$ cat src/rtl/frame_uplink_if.sv
// Frame-stream and host byte-stream bundle for frame_uplink.
// master is the uplink itself; slave is the surrounding source/sink.
interface frame_uplink_if;
   logic        frame_ready;
   logic [15:0] frame_size;
   logic [31:0] in_data;
   logic        in_vld;
   logic        in_rdy;
   logic [7:0]  byte_data;
   logic        byte_vld;
   logic        byte_rdy;
   logic        busy;
   logic [15:0] frame_cnt;
   logic        timeout;
   logic        clamped;

   modport master (
      input  frame_ready, frame_size, in_data, in_vld, byte_rdy,
      output in_rdy, byte_data, byte_vld, busy, frame_cnt,
             timeout, clamped
   );

   modport slave (
      output frame_ready, frame_size, in_data, in_vld, byte_rdy,
      input  in_rdy, byte_data, byte_vld, busy, frame_cnt,
             timeout, clamped
   );
endinterface

$ cat src/rtl/frame_uplink.sv
// Drains a completed frame and serializes it as header + payload bytes.
// Define FRAME_UPLINK_SUM_EN to append a 32-bit payload sum trailer.
module frame_uplink #(
   parameter logic [31:0] SYNC_WORD = 32'hA5C3_5A3C,
   parameter logic [15:0] MAX_WORDS = 16'd4096,
   parameter logic [15:0] TIMEOUT   = 16'd1000
) (
   input  logic           sys_clk,
   input  logic           rst_n,
   frame_uplink_if.master bus
);

`ifdef FRAME_UPLINK_SUM_EN
   typedef enum logic [2:0] {
      IDLE, HDR, LOAD, SEND, DISCARD, SUM, DONE
   } state_t;
   localparam state_t TAIL = SUM;
`else
   typedef enum logic [2:0] {
      IDLE, HDR, LOAD, SEND, DISCARD, DONE
   } state_t;
   localparam state_t TAIL = DONE;
`endif

   state_t      state;
   state_t      state_nxt;
   logic        armed;
   logic [15:0] len;
   logic [15:0] extra;
   logic [15:0] remain;
   logic [15:0] cnt;
   logic        busy;
   logic        timeout;
   logic        clamped;
   logic        pad;
   logic [15:0] idle;
   logic [31:0] word;
   logic [2:0]  bidx;
`ifdef FRAME_UPLINK_SUM_EN
   logic [31:0] sum;
`endif

   logic        in_rdy;
   logic        byte_vld;
   logic [7:0]  byte_data;
   logic        start;
   logic        hs_byte;
   logic        idle_hit;
   logic        hdr_last;
   logic        word_last;
   logic [15:0] len_in;
   logic [63:0] hdr;
   state_t      after_hdr;
   state_t      after_word;

   assign start    = armed & bus.frame_ready;
   assign hs_byte  = byte_vld & bus.byte_rdy;
   assign idle_hit = (idle == TIMEOUT - 16'd1) & ~bus.in_vld;
   assign hdr_last = (bidx == 3'd7);
   assign word_last = (bidx[1:0] == 2'd3);
   assign len_in   = (bus.frame_size > MAX_WORDS) ? MAX_WORDS
                                                  : bus.frame_size;
   assign hdr      = {cnt, len, SYNC_WORD};

   assign after_hdr = (len != 16'd0)   ? LOAD :
                      (extra != 16'd0) ? DISCARD : TAIL;

   // pad mode never re-opens the input: zeros go straight to SEND
   assign after_word = (remain > 16'd1) ? (pad ? SEND : LOAD) :
                       ((extra != 16'd0) && !pad) ? DISCARD : TAIL;

   always_ff @(posedge sys_clk) begin
      if (!rst_n) state <= IDLE;
      else        state <= state_nxt;
   end

   always_comb begin
      state_nxt = state;
      in_rdy    = 1'b0;
      byte_vld  = 1'b0;
      byte_data = 8'h00;
      case (state)
         IDLE: begin
            if (start) state_nxt = HDR;
         end
         HDR: begin
            byte_vld  = 1'b1;
            byte_data = hdr[{bidx, 3'b000} +: 8];
            if (hs_byte && hdr_last) state_nxt = after_hdr;
         end
         LOAD: begin
            in_rdy = 1'b1;
            if (bus.in_vld || idle_hit) state_nxt = SEND;
         end
         SEND: begin
            byte_vld  = 1'b1;
            byte_data = word[{bidx[1:0], 3'b000} +: 8];
            if (hs_byte && word_last) state_nxt = after_word;
         end
         DISCARD: begin
            in_rdy = 1'b1;
            if ((bus.in_vld && extra == 16'd1) || idle_hit)
               state_nxt = TAIL;
         end
`ifdef FRAME_UPLINK_SUM_EN
         SUM: begin
            byte_vld  = 1'b1;
            byte_data = sum[{bidx[1:0], 3'b000} +: 8];
            if (hs_byte && word_last) state_nxt = DONE;
         end
`endif
         DONE: state_nxt = IDLE;
         default: state_nxt = IDLE;
      endcase
   end

   always_ff @(posedge sys_clk) begin
      if (!rst_n) begin
         armed   <= 1'b0;
         len     <= '0;
         extra   <= '0;
         remain  <= '0;
         cnt     <= '0;
         busy    <= 1'b0;
         timeout <= 1'b0;
         clamped <= 1'b0;
         pad     <= 1'b0;
         idle    <= '0;
         word    <= '0;
         bidx    <= '0;
`ifdef FRAME_UPLINK_SUM_EN
         sum     <= '0;
`endif
      end else begin
         if (!bus.frame_ready) armed <= 1'b1;
         case (state)
            IDLE: begin
               if (start) begin
                  len   <= len_in;
                  extra <= bus.frame_size - len_in;
                  armed <= 1'b0;
                  cnt   <= cnt + 16'd1;
                  busy  <= 1'b1;
                  pad   <= 1'b0;
                  idle  <= '0;
                  bidx  <= '0;
                  if (bus.frame_size > MAX_WORDS) clamped <= 1'b1;
`ifdef FRAME_UPLINK_SUM_EN
                  sum   <= '0;
`endif
               end
            end
            HDR: begin
               if (hs_byte) begin
                  bidx <= hdr_last ? 3'd0 : bidx + 3'd1;
                  if (hdr_last) begin
                     remain <= len;
                     idle   <= '0;
                  end
               end
            end
            LOAD: begin
               if (bus.in_vld) begin
                  word <= bus.in_data;
                  idle <= '0;
               end else if (idle_hit) begin
                  word    <= '0;
                  pad     <= 1'b1;
                  timeout <= 1'b1;
                  idle    <= '0;
               end else begin
                  idle <= idle + 16'd1;
               end
            end
            SEND: begin
               if (hs_byte) begin
                  bidx <= word_last ? 3'd0 : bidx + 3'd1;
                  if (word_last) begin
                     remain <= remain - 16'd1;
                     idle   <= '0;
`ifdef FRAME_UPLINK_SUM_EN
                     sum    <= sum + word;
`endif
                  end
               end
            end
            DISCARD: begin
               if (bus.in_vld) begin
                  extra <= extra - 16'd1;
                  idle  <= '0;
               end else if (idle_hit) begin
                  timeout <= 1'b1;
               end else begin
                  idle <= idle + 16'd1;
               end
            end
`ifdef FRAME_UPLINK_SUM_EN
            SUM: begin
               if (hs_byte) bidx <= word_last ? 3'd0 : bidx + 3'd1;
            end
`endif
            DONE: busy <= 1'b0;
            default: ;
         endcase
      end
   end

   assign bus.in_rdy    = in_rdy;
   assign bus.byte_vld  = byte_vld;
   assign bus.byte_data = byte_data;
   assign bus.busy      = busy;
   assign bus.frame_cnt = cnt;
   assign bus.timeout   = timeout;
   assign bus.clamped   = clamped;

endmodule
$ cat src/flat_wrapper.sv
// flat-port wrapper written by rule: the top's interface ports become plain ports
module frame_uplink_flat 
#(
   parameter logic [31:0] SYNC_WORD = 32'hA5C3_5A3C,
   parameter logic [15:0] MAX_WORDS = 16'd4096,
   parameter logic [15:0] TIMEOUT   = 16'd1000
)
  (sys_clk, rst_n, bus_frame_ready, bus_frame_size, bus_in_data, bus_in_vld, bus_byte_rdy, bus_in_rdy, bus_byte_data, bus_byte_vld, bus_busy, bus_frame_cnt, bus_timeout, bus_clamped);
  frame_uplink_if bus_i ();
  input  logic sys_clk;
  input  logic rst_n;
  input wire logic [$bits(bus_i.frame_ready)-1:0] bus_frame_ready;
  input wire logic [$bits(bus_i.frame_size)-1:0] bus_frame_size;
  input wire logic [$bits(bus_i.in_data)-1:0] bus_in_data;
  input wire logic [$bits(bus_i.in_vld)-1:0] bus_in_vld;
  input wire logic [$bits(bus_i.byte_rdy)-1:0] bus_byte_rdy;
  output wire logic [$bits(bus_i.in_rdy)-1:0] bus_in_rdy;
  output wire logic [$bits(bus_i.byte_data)-1:0] bus_byte_data;
  output wire logic [$bits(bus_i.byte_vld)-1:0] bus_byte_vld;
  output wire logic [$bits(bus_i.busy)-1:0] bus_busy;
  output wire logic [$bits(bus_i.frame_cnt)-1:0] bus_frame_cnt;
  output wire logic [$bits(bus_i.timeout)-1:0] bus_timeout;
  output wire logic [$bits(bus_i.clamped)-1:0] bus_clamped;
  assign bus_i.frame_ready = bus_frame_ready;
  assign bus_i.frame_size = bus_frame_size;
  assign bus_i.in_data = bus_in_data;
  assign bus_i.in_vld = bus_in_vld;
  assign bus_i.byte_rdy = bus_byte_rdy;
  assign bus_in_rdy = bus_i.in_rdy;
  assign bus_byte_data = bus_i.byte_data;
  assign bus_byte_vld = bus_i.byte_vld;
  assign bus_busy = bus_i.busy;
  assign bus_frame_cnt = bus_i.frame_cnt;
  assign bus_timeout = bus_i.timeout;
  assign bus_clamped = bus_i.clamped;
  frame_uplink #(.SYNC_WORD(SYNC_WORD), .MAX_WORDS(MAX_WORDS), .TIMEOUT(TIMEOUT)) u_core (.sys_clk(sys_clk), .rst_n(rst_n), .bus(bus_i));
endmodule
$ cat config.mk
export PLATFORM = sky130hd
export DESIGN_NAME = frame_uplink_flat
export DESIGN_NICKNAME = d
export VERILOG_FILES = /design/src/rtl/frame_uplink_if.sv /design/src/rtl/frame_uplink.sv /design/src/flat_wrapper.sv
export SDC_FILE = /design/constraint.sdc
export NUM_CORES = 1
export LEC_CHECK = 0
export CAP_MARGIN = 0
export CORE_MARGIN = 3
export CORE_UTILIZATION = 40
export DETAILED_ROUTE_END_ITERATION = 10
export GPL_TIMING_DRIVEN = 0
export HOLD_SLACK_MARGIN = 0.08
export PLACE_DENSITY = 0.66
export RECOVER_POWER = 100
export SLEW_MARGIN = 20
export SYNTH_ARGS = -nofsm -noshare
export SYNTH_HDL_FRONTEND = slang
export SYNTH_SLANG_ARGS = --single-unit
$ cat constraint.sdc
create_clock -name sys_clk -period 3.9 [get_ports sys_clk]
set_input_delay 0.78 -clock sys_clk [delete_from_list [all_inputs] [get_ports sys_clk]]
set_output_delay 0.78 -clock sys_clk [all_outputs]
set_load 0.03 [all_outputs]
==> results.yml <==
yosys:
  synth_mux_area_frac: 0.06189
  yosys.area_share.simple: 0.2413
  synth_most_common_cell: "dfxtp_1"
  synth-seq-area-share: 0.3759
  syn_nets: 871
  synth_compound_gate_area_share: 0.2168
  synth_cells: 808
  synth.top_cells.by_count: "dfxtp_1, nor2_1, nand2_1, a21oi_1, clkbuf_1"
  synth_cell_types: 67
  ys_ff_latch: 123
  ys.flop_type: "dfxtp_1"
  syn_area_per_cell_um2: 8.106
  synth_xor_xnor_area_share: 0.04145
  synthTopCellsByArea: "dfxtp_1, nor2_1, mux4_2"
  synthArstFlopShare: 0
  synth_top_family_by_area: "simple AND/OR/NAND/NOR gates"
  yosys_warnings: 0
  synth_fa_ha_area_frac: 0.01910
  syn-cell-area_um2: 6550
  yosys.area.top_type: "dfxtp_1"
  synth_edf_count: 0
  synth_top_area_share: 0.3759
min_path:
  hp-class: "flop to flop"
  hp-start: "u_core.remain[14]"
global_routing:
  grt_pass1_vias: 6114
  gr-usage-all-layers: 0.2348
  grt_pass1_wl_mm: 33.36
  antenna_found_initial: 0
  grt_max_degree: 17
  overflow: 0
sta:
  period_needed_ns: 3.738
  setup_violations: 0
  maxSlewViolCount: 0
  tns_ns: 0
  worstMarginPinSlew_ns: 1.214
  rsz0062_at_grt: "false"
  finalHoldViolCount: 0
  relSlewSlack: 0.1857
  fmax_ghz: 0.2675
  fin_crit_sh: 0.9585
  skew_ns: 0.006651
  worst_slack_ns: 0.1618
routing:
  final_antenna_net_count: 0
  viasPerCell: 5.833
  totalWireLength_mm: 20.87
  drt-initial-drc-count: 497
  vias: 6621
  first_pass_iters: 5
  drt_drc_violations_left: 0
  wl_per_cell_um: 18.39
clocking:
  cts_setup_buffers: 0
  numCtsBuffers: 17
  cts_tree: "built"
  root_buffer: "clkbuf_16"
  clk_latency_ns: 0.43
  cts.clk_slew.worst_paths_ns: 0.05
  cts.path.max_buffers: 2
  cts.sinks: 123
  h-tree-depth: 4
place:
  gp_congestion: 0.9618
  pre_cts_ws_ns: 0.1842
  dpl.hpwl_mm: 14.98
  io_buffers: 79
setup_path:
  regToRegStartpoint: "u_core.state[2]"
  cp_top_family: "buffers and inverters"
  crit_type: "flop to output port"
  cp-start-kind: "flop"
  critPathBufInv: 3
  worst-path-max-fanout: 10
  path_cells: "clkbuf_1 > clkbuf_2 > mux4_2 > nand2_1 > a31oi_1 > clkdlybuf4s50_1"
  arrival_ns: 2.96
  critPathRequiredTime_ns: 3.12
  slowest_delay_ns: 0.71
  cp-startpoint: "u_core.bidx[1]"
  critPathSlowestCell: "clkdlybuf4s50_1"
  critPathCaptureType: "output port"
power_and_ir_drop:
  power_density_nw_per_um2: 485.8
  clockPowerShare: 0.413
  peakVddDrop_uv: 390.3
  combPwrFrac: 0.240
  switchingPower_w: 0.001302
  p_leak_nw: 2.910
  p_sw_frac: 0.3262
  internal_power_w: 0.002690
  seq_power_share: 0.347
status:
  status: "finished clean"
floorplanning:
  row_count: 46
  die-area_um2: 17950
  die_h_um: 134.0
  coreArea_um2: 15940
  die_w_um: 134.0
  io_pins: 82
  initial_core_util: 0.4108
cells_and_area:
  area_delta_synth_final_pct: 25.46
  n_fill_cell: 1568
  finish.utilization: 0.5155
  final_nets: 969
  antenna_cells: 0
  drive_above_1_share: 0.06855
job:
  drv_cap: 0
area by class of cell:
type,instances,area [um2],share of cell area
buffer,55,219.0,0.02664
inverter,16,60.06,0.007308
timing repair buffer,79,790.8,0.09622
sequential,123,2462,0.2996
clock buffer,18,429.2,0.05222
tap,216,270.3,0.03289
multi-input combinational,614,3802,0.4627
clock inverter,14,183.9,0.02238
worst register-to-register path, stage by stage, from the launching register on:
cell and delay (ns):
dfxtp_1 0.36, clkbuf_1 0.33, nand2_1 0.16, a211oi_1 0.98, o21ai_0 0.23, a21oi_1 0.18
nand2b_1 0.11, o21ai_0 0.09
metrics by stage:
stage | hold slack [ns] | cells | cell area (um2) | total power, W
global placement | 0.4583 | 1103 | 7611 | 0.002355
global route | 0.5194 | 1135 | 8218 | 0.004188
finish | 0.4757 | 1135 | 8218 | 0.003992
floorplan | 0.4382 | 808 | 6550 | 0.002036
CTS | 0.4772 | 1135 | 8230 | 0.004018
detailed placement | 0.4590 | 1103 | 7616 | 0.002363
flip-flops by register name, indices dropped and copies added, names as in the netlist:
register              count
u_core.word              32
u_core.bus.frame_cnt     16
u_core.extra             16
u_core.idle              16
u_core.len               16
u_core.remain            16
u_core.bidx               3
u_core.state              3
u_core.armed              1
u_core.bus.busy           1
u_core.bus.clamped        1
u_core.bus.timeout        1
u_core.pad                1
metal layers:
metal	routed length [um]	up-vias	share of wire	global-route usage
li1	-	3165	-	-
met2	9565	260	0.46	0.3470
met1	9649	3168	0.46	0.3398
met3	1296	28	0.062	0.05214
met5	0	-	0	0
met4	360	0	0.017	0.07714
repair_timing:
action | CTS | global route
cloned | 0 | 0
endpoints found under the setup margin | 2 | 1
resized for setup | 1 | 1
hold buffers | 0 | 0
power groups by stage:
stage	Clock (W)	Sequential, W	Combinational (W)
floorplan	0	0.00140	0.000641
global placement	0	0.00141	0.000946
detailed placement	0	0.00141	0.000953
CTS	0.00168	0.00138	0.000960
global route	0.00175	0.00139	0.00105
finish	0.00165	0.00138	0.000957
layout by cell type, fill, tap and decap left out, drive strengths merged, types with 28 or more instances in the layout:
cell,synthesis,final
nand2,78,78
a22oi,35,35
nor2,110,110
clkdlybuf4s50,0,51
o21ai,41,41
a21oi,72,72
clkbuf,44,69
dlygate4sd3,0,28
dfxtp,123,123
nor3,30,30
worst paths after layout:
kind	to	slack, ns	cells after the start
max	bus_byte_data[0]	0.16	6
min	u_core.remain[14]	0.48	2
max reg2reg	u_core.extra[6]	1.35	7
min reg2reg	u_core.remain[14]	0.48	2
cell families after synthesis:
logic type,count (synthesis)
compound gates,221
simple gates,331
xor+xnor,31
fa+ha+maj,10
mux,20
flops,123
buf+inv,71
other cells,1
Power figures use the tool's default switching activity.
